<file path="src/rtl/instr_encoder_if.sv">
// ---------------------------------------------------------------------------
// instr_encoder_if
//   Bundles the request channel (abstract operation in) and the instruction
//   channel (encoded RV32 words out) of instr_encoder.
//
//   Signals
//     req_valid / req_ready      request handshake (accepted when both high)
//     req_op, req_funct3         operation selector and funct3
//     req_rd, req_rs1, req_rs2   register fields (rs1 doubles as CSR uimm)
//     req_imm                    immediate / CSR address / SYS selector
//     instr_valid / instr_ready  instruction handshake
//     instr, instr_last          encoded word and final-word flag
//     err                        one-cycle pulse for an illegal request
//     instr_count                words handed out since reset (wrapping)
//
//   Modports
//     master : requester / instruction consumer side
//     slave  : encoder side
// ---------------------------------------------------------------------------
interface instr_encoder_if #(
  parameter int CNT_W = 16
);
  logic             req_valid;
  logic             req_ready;
  logic [2:0]       req_op;
  logic [2:0]       req_funct3;
  logic [4:0]       req_rd;
  logic [4:0]       req_rs1;
  logic [4:0]       req_rs2;
  logic [31:0]      req_imm;
  logic             instr_valid;
  logic             instr_ready;
  logic [31:0]      instr;
  logic             instr_last;
  logic             err;
  logic [CNT_W-1:0] instr_count;

  modport master (
    output req_valid, req_op, req_funct3, req_rd, req_rs1, req_rs2, req_imm,
    output instr_ready,
    input  req_ready, instr_valid, instr, instr_last, err, instr_count
  );

  modport slave (
    input  req_valid, req_op, req_funct3, req_rd, req_rs1, req_rs2, req_imm,
    input  instr_ready,
    output req_ready, instr_valid, instr, instr_last, err, instr_count
  );
endinterface

</file>
<file path="src/rtl/instr_encoder.sv">
// ---------------------------------------------------------------------------
// instr_encoder
//   Turns abstract operation requests from the debug path into RV32 words
//   that are injected at the core decoder input. LI may expand into a
//   LUI+ADDI pair; the FSM hands words out one per valid/ready handshake.
//
//   Ports
//     clock_i  : rising-edge clock
//     reset_i  : synchronous, active-high reset
//     bus      : instr_encoder_if.slave (request in, instruction out)
//
//   Parameters
//     CSR_EN   : 1 allows OP_CSR, 0 makes it illegal
//     SYS_EN   : 1 allows OP_SYS, 0 makes it illegal
//     CNT_W    : width of instr_count
// ---------------------------------------------------------------------------
module instr_encoder #(
  parameter bit CSR_EN = 1'b1,
  parameter bit SYS_EN = 1'b1,
  parameter int CNT_W  = 16
) (
  input  logic            clock_i,
  input  logic            reset_i,
  instr_encoder_if.slave  bus
);

  typedef enum logic [2:0] {
    OP_LI    = 3'd0,
    OP_ALUI  = 3'd1,
    OP_LOAD  = 3'd2,
    OP_STORE = 3'd3,
    OP_CSR   = 3'd4,
    OP_SYS   = 3'd5,
    OP_NOP   = 3'd6,
    OP_RSVD  = 3'd7
  } op_e;

  typedef enum logic [1:0] {
    IDLE  = 2'd0,
    EMIT1 = 2'd1,
    EMIT2 = 2'd2
  } state_e;

  localparam logic [6:0] OPC_OP_IMM = 7'b0010011;
  localparam logic [6:0] OPC_LUI    = 7'b0110111;
  localparam logic [6:0] OPC_LOAD   = 7'b0000011;
  localparam logic [6:0] OPC_STORE  = 7'b0100011;
  localparam logic [6:0] OPC_SYSTEM = 7'b1110011;

  // -------------------------------------------------------------------------
  // Encoder: pure function of the request fields
  // -------------------------------------------------------------------------
  op_e         op;
  logic [31:0] imm;
  logic [2:0]  f3;
  logic [4:0]  rd;
  logic [4:0]  rs1;
  logic [4:0]  rs2;
  logic        li_fits_12;
  logic [19:0] li_hi;

  logic        enc_legal;
  logic        enc_two;
  logic [31:0] enc_w0;
  logic [31:0] enc_w1;

  assign op  = op_e'(bus.req_op);
  assign imm = bus.req_imm;
  assign f3  = bus.req_funct3;
  assign rd  = bus.req_rd;
  assign rs1 = bus.req_rs1;
  assign rs2 = bus.req_rs2;

  // Sign-extended 12-bit immediate covers the value when bits 31..11 agree.
  assign li_fits_12 = (&imm[31:11]) | ~(|imm[31:11]);
  // ADDI sign-extends its immediate, so the upper part is pre-compensated
  // by imm[11]; the 20-bit sum wraps on purpose.
  assign li_hi = imm[31:12] + {19'd0, imm[11]};

  // NOTE: every signal driven here gets a default first, so no path through
  // the case statement can leave one unassigned and infer a latch.
  always_comb begin
    enc_legal = 1'b1;
    enc_two   = 1'b0;
    enc_w0    = 32'h0000_0000;
    enc_w1    = 32'h0000_0000;
    unique case (op)
      OP_LI: begin
        if (li_fits_12) begin
          enc_w0 = {imm[11:0], 5'd0, 3'b000, rd, OPC_OP_IMM};
        end else begin
          enc_w0  = {li_hi, rd, OPC_LUI};
          enc_w1  = {imm[11:0], rd, 3'b000, rd, OPC_OP_IMM};
          enc_two = (imm[11:0] != 12'h000);
        end
      end
      OP_ALUI: begin
        enc_w0 = {imm[11:0], rs1, f3, rd, OPC_OP_IMM};
        // Shift-immediates only accept the SLLI/SRLI/SRAI upper patterns.
        if (f3 == 3'b001) begin
          enc_legal = (imm[11:5] == 7'b0000000);
        end else if (f3 == 3'b101) begin
          enc_legal = (imm[11:5] == 7'b0000000) || (imm[11:5] == 7'b0100000);
        end
      end
      OP_LOAD: begin
        enc_w0    = {imm[11:0], rs1, f3, rd, OPC_LOAD};
        enc_legal = (f3 == 3'd0) || (f3 == 3'd1) || (f3 == 3'd2) ||
                    (f3 == 3'd4) || (f3 == 3'd5);
      end
      OP_STORE: begin
        enc_w0    = {imm[11:5], rs2, rs1, f3, imm[4:0], OPC_STORE};
        enc_legal = (f3 == 3'd0) || (f3 == 3'd1) || (f3 == 3'd2);
      end
      OP_CSR: begin
        enc_w0    = {imm[11:0], rs1, f3, rd, OPC_SYSTEM};
        // funct3 0 is the SYSTEM privileged space and 4 is unassigned.
        enc_legal = CSR_EN && (f3 != 3'd0) && (f3 != 3'd4);
      end
      OP_SYS: begin
        enc_legal = SYS_EN;
        unique case (imm[1:0])
          2'd0:    enc_w0 = 32'h0000_0073;  // ECALL
          2'd1:    enc_w0 = 32'h0010_0073;  // EBREAK
          2'd2:    enc_w0 = 32'h3020_0073;  // MRET
          default: enc_w0 = 32'h1050_0073;  // WFI
        endcase
      end
      OP_NOP: begin
        enc_w0 = 32'h0000_0013;
      end
      default: begin
        enc_legal = 1'b0;
      end
    endcase
  end

  // -------------------------------------------------------------------------
  // Handout FSM
  // -------------------------------------------------------------------------
  state_e           state_q, state_d;
  logic [31:0]      instr_q, instr_d;
  logic             last_q, last_d;
  logic [31:0]      word1_q, word1_d;
  logic             err_q, err_d;
  logic [CNT_W-1:0] count_q, count_d;

  logic             fire;

  assign fire = (state_q != IDLE) && bus.instr_ready;

  always_comb begin
    state_d = state_q;
    instr_d = instr_q;
    last_d  = last_q;
    word1_d = word1_q;
    err_d   = 1'b0;
    count_d = fire ? count_q + CNT_W'(1) : count_q;

    unique case (state_q)
      IDLE: begin
        if (bus.req_valid) begin
          if (enc_legal) begin
            instr_d = enc_w0;
            last_d  = !enc_two;
            word1_d = enc_w1;
            state_d = EMIT1;
          end else begin
            err_d = 1'b1;
          end
        end
      end
      EMIT1: begin
        if (bus.instr_ready) begin
          // last_q low here means a second word is still pending.
          if (!last_q) begin
            instr_d = word1_q;
            last_d  = 1'b1;
            state_d = EMIT2;
          end else begin
            instr_d = 32'h0000_0000;
            last_d  = 1'b0;
            state_d = IDLE;
          end
        end
      end
      EMIT2: begin
        if (bus.instr_ready) begin
          instr_d = 32'h0000_0000;
          last_d  = 1'b0;
          state_d = IDLE;
        end
      end
      default: begin
        state_d = IDLE;
      end
    endcase
  end

  // NOTE: state registers use non-blocking assignments so every flop samples
  // the pre-edge value of the others, independent of statement order.
  always_ff @(posedge clock_i) begin
    if (reset_i) begin
      state_q <= IDLE;
      instr_q <= 32'h0000_0000;
      last_q  <= 1'b0;
      word1_q <= 32'h0000_0000;
      err_q   <= 1'b0;
      count_q <= '0;
    end else begin
      state_q <= state_d;
      instr_q <= instr_d;
      last_q  <= last_d;
      word1_q <= word1_d;
      err_q   <= err_d;
      count_q <= count_d;
    end
  end

  assign bus.req_ready   = (state_q == IDLE);
  assign bus.instr_valid = (state_q != IDLE);
  assign bus.instr       = instr_q;
  assign bus.instr_last  = last_q;
  assign bus.err         = err_q;
  assign bus.instr_count = count_q;

endmodule

</file>
<file path="src/flat_wrapper.sv">
// flat-port wrapper written by rule: the top's interface ports become plain ports
module instr_encoder_flat 
#(
  parameter bit CSR_EN = 1'b1,
  parameter bit SYS_EN = 1'b1,
  parameter int CNT_W  = 16
)
  (clock_i, reset_i, bus_req_valid, bus_req_op, bus_req_funct3, bus_req_rd, bus_req_rs1, bus_req_rs2, bus_req_imm, bus_instr_ready, bus_req_ready, bus_instr_valid, bus_instr, bus_instr_last, bus_err, bus_instr_count);
  instr_encoder_if #(.CNT_W(CNT_W)) bus_i ();
  input  logic clock_i;
  input  logic reset_i;
  input wire logic [$bits(bus_i.req_valid)-1:0] bus_req_valid;
  input wire logic [$bits(bus_i.req_op)-1:0] bus_req_op;
  input wire logic [$bits(bus_i.req_funct3)-1:0] bus_req_funct3;
  input wire logic [$bits(bus_i.req_rd)-1:0] bus_req_rd;
  input wire logic [$bits(bus_i.req_rs1)-1:0] bus_req_rs1;
  input wire logic [$bits(bus_i.req_rs2)-1:0] bus_req_rs2;
  input wire logic [$bits(bus_i.req_imm)-1:0] bus_req_imm;
  input wire logic [$bits(bus_i.instr_ready)-1:0] bus_instr_ready;
  output wire logic [$bits(bus_i.req_ready)-1:0] bus_req_ready;
  output wire logic [$bits(bus_i.instr_valid)-1:0] bus_instr_valid;
  output wire logic [$bits(bus_i.instr)-1:0] bus_instr;
  output wire logic [$bits(bus_i.instr_last)-1:0] bus_instr_last;
  output wire logic [$bits(bus_i.err)-1:0] bus_err;
  output wire logic [$bits(bus_i.instr_count)-1:0] bus_instr_count;
  assign bus_i.req_valid = bus_req_valid;
  assign bus_i.req_op = bus_req_op;
  assign bus_i.req_funct3 = bus_req_funct3;
  assign bus_i.req_rd = bus_req_rd;
  assign bus_i.req_rs1 = bus_req_rs1;
  assign bus_i.req_rs2 = bus_req_rs2;
  assign bus_i.req_imm = bus_req_imm;
  assign bus_i.instr_ready = bus_instr_ready;
  assign bus_req_ready = bus_i.req_ready;
  assign bus_instr_valid = bus_i.instr_valid;
  assign bus_instr = bus_i.instr;
  assign bus_instr_last = bus_i.instr_last;
  assign bus_err = bus_i.err;
  assign bus_instr_count = bus_i.instr_count;
  instr_encoder #(.CSR_EN(CSR_EN), .SYS_EN(SYS_EN), .CNT_W(CNT_W)) u_core (.clock_i(clock_i), .reset_i(reset_i), .bus(bus_i));
endmodule
</file>
<file path="config.mk">
export PLATFORM = sky130hd
export DESIGN_NAME = instr_encoder_flat
export DESIGN_NICKNAME = d
export VERILOG_FILES = /design/src/rtl/instr_encoder_if.sv /design/src/rtl/instr_encoder.sv /design/src/flat_wrapper.sv
export SDC_FILE = /design/constraint.sdc
export NUM_CORES = 1
export LEC_CHECK = 0
export CAP_MARGIN = 20
export CORE_MARGIN = 2
export CORE_UTILIZATION = 44
export CTS_BUF_LIST = sky130_fd_sc_hd__clkbuf_16
export DETAILED_ROUTE_END_ITERATION = 8
export PLACE_DENSITY_LB_ADDON = 0.12
export SLEW_MARGIN = 25
export SYNTH_ARGS = -nofsm -noshare
export SYNTH_HDL_FRONTEND = slang
export SYNTH_SLANG_ARGS = --single-unit
</file>
<file path="constraint.sdc">
create_clock -name clock_i -period 2.5 [get_ports clock_i]
set_input_delay 0.5 -clock clock_i [delete_from_list [all_inputs] [get_ports clock_i]]
set_output_delay 0.5 -clock clock_i [all_outputs]
set_load 0.01 [all_outputs]
</file>
==> results of run 1 <==
[stage by stage]
| step | util, % | power, mW | instance area (µm²) | setup slack [ps] | hold WS, ps |
|---|---|---|---|---|---|
| 3_5_place_dp | 65.34 | 2.253 | 5643 | -628.4 | 443.1 |
| 6_report | 71.73 | 3.660 | 6195 | 46.33 | 453.8 |
| 4_1_cts | 70.70 | 3.612 | 6106 | 11.14 | 450.7 |
| 2_1_floorplan | - | 1.709 | 3881 | -6.548 | 427.3 |
| 5_1_grt | 71.73 | 3.804 | 6195 | -20.30 | 481.0 |
| 3_3_place_gp | 65.34 | 2.237 | 5643 | -563.0 | 437.8 |
[cell usage in the layout, fill, tap and decap left out, types with 6 or more instances in the layout]
cell / count
nand4_1: 11
nand3_1: 35
or3_1: 6
nor3_1: 15
o21ai_0: 11
a21oi_1: 35
nand2_1: 56
a221oi_1: 11
dfxtp_1: 68
clkdlybuf4s50_1: 97
a31oi_1: 7
and3_1: 6
xor2_1: 15
a22oi_1: 7
a211oi_1: 18
buf_4: 84
xnor2_1: 15
nor2_1: 56
clkbuf_16: 10
inv_1: 11
[layer usage]
metal	global-route usage (%)	share of wire [%]	wire length (µm)	vias up
met5	0	0	0	-
met3	7.301	9.3	1350	39
li1	-	-	-	2191
met1	37.99	42	6051	2241
met4	11.54	2.8	404	0
met2	47.11	46	6723	253
[path summary, 6_finish.rpt]
path / slack [ps] / start / end
setup reg to reg: 280 / u_core.state_q[0] / u_core.bus.instr[28]
setup / recovery: 50 / bus_req_imm[18] / u_core.word1_q[19]
hold / removal: 450 / u_core.word1_q[4] / u_core.word1_q[4]
hold reg to reg: 450 / u_core.word1_q[4] / u_core.word1_q[4]
[final cells by class]
| type | instances | area (µm²) | area share (%) |
|---|---|---|---|
| Clock buffer | 9 | 225.2 | 3.636 |
| Multi-Input combinational cell | 388 | 2464 | 39.77 |
| Timing Repair Buffer | 202 | 1901 | 30.68 |
| Tap cell | 108 | 135.1 | 2.181 |
| Clock inverter | 7 | 67.56 | 1.091 |
| Inverter | 11 | 41.29 | 0.6665 |
| Sequential cell | 68 | 1361 | 21.98 |
[critical path, cell delays in order]
cell and delay, ps:
clkdlybuf4s50_1 470, nand4_1 140, buf_4 190, nor3_1 70
o2bb2ai_2 150, buf_4 140, nor2_1 430, buf_4 260
buf_12 120, nand3_1 80, a21oi_1 160
[kinds of logic (layout without fill, tap and decap cells)]
group | Yosys count | count (layout)
AOI/OAI and AO/OA | 126 | 126
xor gates and xnor gates | 30 | 30
adders and majority gates | 7 | 7
buffers and inverters | 47 | 229
DFF | 68 | 68
muxes | 6 | 6
other | 1 | 1
and+or+nand+nor | 218 | 218
[state kept, by name, indices dropped and copies added, names as in the netlist]
name,cells
u_core.bus.err,1
u_core.bus.instr_last,1
u_core.bus.instr_count,16
u_core.bus.instr,30
u_core.state_q,2
u_core.word1_q,18
[what timing repair did]
| action | in CTS | in global routing |
|---|---|---|
| resized for setup | 27 | 23 |
| cloned | 2 | 1 |
| pin swaps | 8 | 7 |
| endpoints found under the setup margin | 50 | 42 |
| setup buffers | 3 | 0 |
[report_power, final]
group          internal, mW  switching (mW)  total (mW)
sequential             1.17          0.0522        1.22
combinational         0.589           0.575        1.16
clock                 0.768           0.506        1.27
==> results.toml, run 1 <==
[route]
drc_errors = 0
vias_per_cell = 5.957
antenna_left = 0
drt-total-wl_um = 14530
vias = 4724
drt-initial-drc-count = 419
first_pass_iters = 5
post_drt_wl_per_cell_um = 18.32

[placed_design]
dpl.hpwl_um = 10190
dp_cells = 771
routabilityCongestion = 0.9907
io_buffers = 107

[finish]
layout.nets = 744
fin_cells = 793
area_growth_pct = 60.07
nFillCells = 697
drive_above_1_share_pct = 21.02
diodes = 0

[logic_synthesis]
postSynthAreaPerCell_um2 = 7.694
yosysTopAreaCellShare_pct = 35.18
synth_simple_gate_area_share_pct = 26.64
ys_seq_area_share_pct = 35.18
synth-adder-area-share_pct = 2.263
ys_types = 52
synth_top_family_by_area = "simple AND/OR/NAND/NOR gates"
synth.area.mux_share_pct = 1.617
ys_async_sr_fraction_pct = 0
synth.ff_latch_count = 68
syn-instance-count = 503
synth-xor-area-share_pct = 6.790
synth_top_area_cell = "dfxtp_1"
syn-cell-area_um2 = 3870
syn_nets = 567
synthTopCellsByArea = "dfxtp_1, nand2_1, nor2_1"
synth_edf_count = 0
synth_common_cells = "dfxtp_1, nand2_1, nor2_1"
synth_most_common_cell = "dfxtp_1"
yosys_warnings = 0
synth_ff_type = "dfxtp_1"
synth_compound_area_share_pct = 22.41

[worst_setup_path]
worstSetupPathType = "in -> reg"
cp.arrival_ps = 2710
r2r_cells = 9
critPathCaptureType = "flip-flop"
startpoint_type = "input port"
cp.required_ps = 2760
critPathMaxFanout = 8

[global_route]
antenna_found_initial = 0
grt_usage_pct = 29.30
grt_pass1_vias = 4549
grt_pass1_wl_um = 22470
grt_max_degree = 41
grt-ovfl-total = 0

[clock_network]
cts_inserted_buffers = 9
cts_tree = "done"
clock_latency_ps = 340
cts_hold_buf = 0
h-tree-depth = 3
clk_pin_slew_worst_paths_ps = 60
ctsLongestPathBuffers = 2
root_buffer = "clkbuf_16"
cts_sinks = 68

[timing]
finalMaxSlewViolations = 0
slew-limit-headroom_pct = 62.59
tightestPinTransition_ps = 559.0
final.setup_skew_ps = 4.579
rsz0062_at_grt = "yes"
timing.final.hold_violations = 0
tns_ps = 0
fin_crit_ps = 2454
fmax_mhz = 407.6
finalSetupViolations = 0
layout_worst_path_cycle_share_pct = 98.15

[flow_run]
maxCapViolCount = 0

[hold_path]
hold_class = "reg -> reg"
holdPathStages = 2

[die]
num_rows = 34
core_region_area_um2 = 8636
die-area_um2 = 9562
die_w_um = 97.79
dieHeight_um = 97.79
start_util_pct = 44.81
io_pins = 109

[power_and_ir_drop]
p_leak_nw = 2.350
powerDensity_nw_per_um2 = 590.9
irDropWorstVdd_mv = 0.3740

[outcome]
status = "finished clean"
No activity file was read; power rests on OpenSTA's default activity.
==> inputs of run 2 (changes only) <==
--- a/config.mk
+++ b/config.mk
@@ -9,6 +9,7 @@
 export CORE_MARGIN = 2
 export CORE_UTILIZATION = 44
 export CTS_BUF_LIST = sky130_fd_sc_hd__clkbuf_16
+export CTS_CLUSTER_SIZE = 40
 export DETAILED_ROUTE_END_ITERATION = 8
 export PLACE_DENSITY_LB_ADDON = 0.12
 export SLEW_MARGIN = 25
==> results of run 2 <==
The final DEF is identical to that of run 1; final timing and power are the same.
==> inputs of run 3 (changes only) <==
--- a/config.mk
+++ b/config.mk
@@ -5,8 +5,9 @@
 export SDC_FILE = /design/constraint.sdc
 export NUM_CORES = 1
 export LEC_CHECK = 0
+export ABC_AREA = 0
 export CAP_MARGIN = 20
-export CORE_MARGIN = 2
+export CORE_MARGIN = 1.5
 export CORE_UTILIZATION = 44
 export CTS_BUF_LIST = sky130_fd_sc_hd__clkbuf_16
 export CTS_CLUSTER_SIZE = 40
==> results.toml, run 3 (synthesis gave the netlist of run 1 again) <==
[worst_setup_path]
cp-endpoint = "u_core.word1_q[19]"
critPathTopFamily = "simple AND/OR/NAND/NOR gates"
cp.required_ps = 2750
critPathCaptureType = "flip-flop"
cp.arrival_ps = 2770
worstSetupPathType = "in -> reg"
r2r_cells = 9
startpoint_type = "input port"
reg2reg_slack_ps = 200
crit_buf_inv = 3
max_stage_delay_ps = 530
critPathMaxFanout = 9
crit_cells = 9
crit_path_start = "bus_req_imm[8]"
crit_top_cell = "or4_4"
reg2reg_to = "u_core.bus.instr[28]"
worstPathCellList = "buf_2 -> or4_4 -> or4_4 -> a21boi_4 -> buf_6 -> and3_4 -> buf_16 -> nand3_1 -> a21oi_2"
r2r-start = "u_core.state_q[0]"
slowest_stage = "or4_4"

[global_route]
grt-ovfl-total = 0
grt_pass1_wl_um = 23360
grt_pass1_vias = 4629
grt_max_degree = 60
grt_usage_pct = 31.05
antenna_found_initial = 0

[route]
vias = 4741
first_pass_iters = 5
drt-initial-drc-count = 465
drc_errors = 0
antenna_left = 0
drt-total-wl_um = 14890
post_drt_wl_per_cell_um = 18.76
vias_per_cell = 5.971

[clock_network]
h-tree-depth = 3
cts_hold_buf = 0
ctsLongestPathBuffers = 2
clock_latency_ps = 330
cts_inserted_buffers = 9
root_buffer = "clkbuf_16"
clk_pin_slew_worst_paths_ps = 60
cts_sinks = 68
cts_tree = "done"

[timing]
finalMaxSlewViolations = 0
tightestPinTransition_ps = 662.3
slew-limit-headroom_pct = 55.85
fmax_mhz = 397.7
finalSetupViolations = 1
timing.final.hold_violations = 0
tns_ps = -14.28
fin_crit_ps = 2514
rsz0062_at_grt = "yes"
final.setup_skew_ps = 6.772
layout_worst_path_cycle_share_pct = 100.6
worst_slack_ps = -14.28

[die]
core_region_area_um2 = 8636
io_pins = 109
die_w_um = 96.79
dieHeight_um = 96.79
die-area_um2 = 9367
num_rows = 34
start_util_pct = 44.81

[hold_path]
hold_class = "reg -> reg"
hp-start = "u_core.bus.instr[6]"

[power_and_ir_drop]
powerDensity_nw_per_um2 = 609.1
irDropWorstVdd_mv = 0.4012
p_total_mw = 3.843
p_leak_nw = 2.352

[finish]
final_cell_mix = "clkdlybuf4s50_1, buf_4, dfxtp_1, nor2_1, nand2_1"
largest_register_ffs = 30
layout.nets = 746
area_growth_pct = 63.01
nFillCells = 671
diodes = 0
final_common_cell = "clkdlybuf4s50_1"
drive_above_1_share_pct = 22.59

[placed_design]
routabilityCongestion = 0.9293
dpl.hpwl_um = 10240
io_buffers = 107

[outcome]
violations = "negative setup slack"
status = "finished with violations"

[flow_run]
maxCapViolCount = 0
-- run 3: changes by cell type in the layout (fill, tap and decap cells not counted), moves of 3 or more --
cell             before  now
clkdlybuf4s50_1      97  101
a21oi_1              35   32
a21oi_2               1    4
dlymetal6s2s_1        3    0
clkbuf_2              3    0
-- run 3: layer usage --
layer | global-route usage, % | wire length, µm | part of all wire, %
met5 | 0 | 0 | 0
met2 | 49.54 | 6981 | 47
met3 | 5.130 | 1173 | 7.9
met1 | 40.47 | 6236 | 42
met4 | 15.83 | 502 | 3.4
-- run 3: worst min path at each step --
| stage | end | depth (start not counted) | slack (ps) |
|---|---|---|---|
| after floorplan | u_core.word1_q[22] | 2 | 430 |
| after global placement | u_core.word1_q[22] | 2 | 440 |
| after detailed placement | u_core.word1_q[29] | 2 | 440 |
| final | u_core.bus.instr[6] | 2 | 450 |
| after global routing | u_core.word1_q[25] | 2 | 470 |
| after CTS | u_core.word1_q[28] | 2 | 440 |
-- run 3: area by class of cell --
class	instances	area, µm²	area share [%]
Tap cell	108	135.1	2.142
Clock buffer	9	225.2	3.570
Timing Repair Buffer	204	1942	30.78
Clock inverter	6	88.84	1.408
Sequential cell	68	1361	21.58
Inverter	11	41.29	0.6545
Multi-Input combinational cell	388	2515	39.87
-- run 3: worst reg2reg max path, stage by stage, from the launching register on --
cell and delay, ps:
dfxtp_1 340, inv_1 80, ha_1 340, clkinv_1 90, buf_4 180, nor2_1 80, buf_4 160, a221o_1 340
nor4_1 470, a2111oi_2 90
-- run 3: per-stage QoR --
step | worst slack (ps) | instance area [µm²] | hold slack (ps) | cells | utilization [%]
after floorplan | -6.548 | 3881 | 427.3 | 503 | -
after global routing | -47.03 | 6309 | 469.9 | 794 | 73.05
after global placement | -625.5 | 5608 | 438.8 | 768 | 64.94
after detailed placement | -678.6 | 5608 | 444.8 | 768 | 64.94
after CTS | 5.006 | 6200 | 439.4 | 793 | 71.79
final | -14.28 | 6309 | 453.6 | 794 | 73.05
-- run 3: timing repair --
action,4_1_cts,5_1_grt
resized for setup,38,24
pin swaps,11,11
cloned,4,0
setup buffers,6,1
hold endpoints to repair,0,0
endpoints found under the setup margin,50,24
-- run 3: where the power goes --
group          switching, mW  internal, mW  leakage (nW)
logic                  0.601         0.636          1.65
registers             0.0581          1.17         0.553
clock network          0.507         0.869         0.148
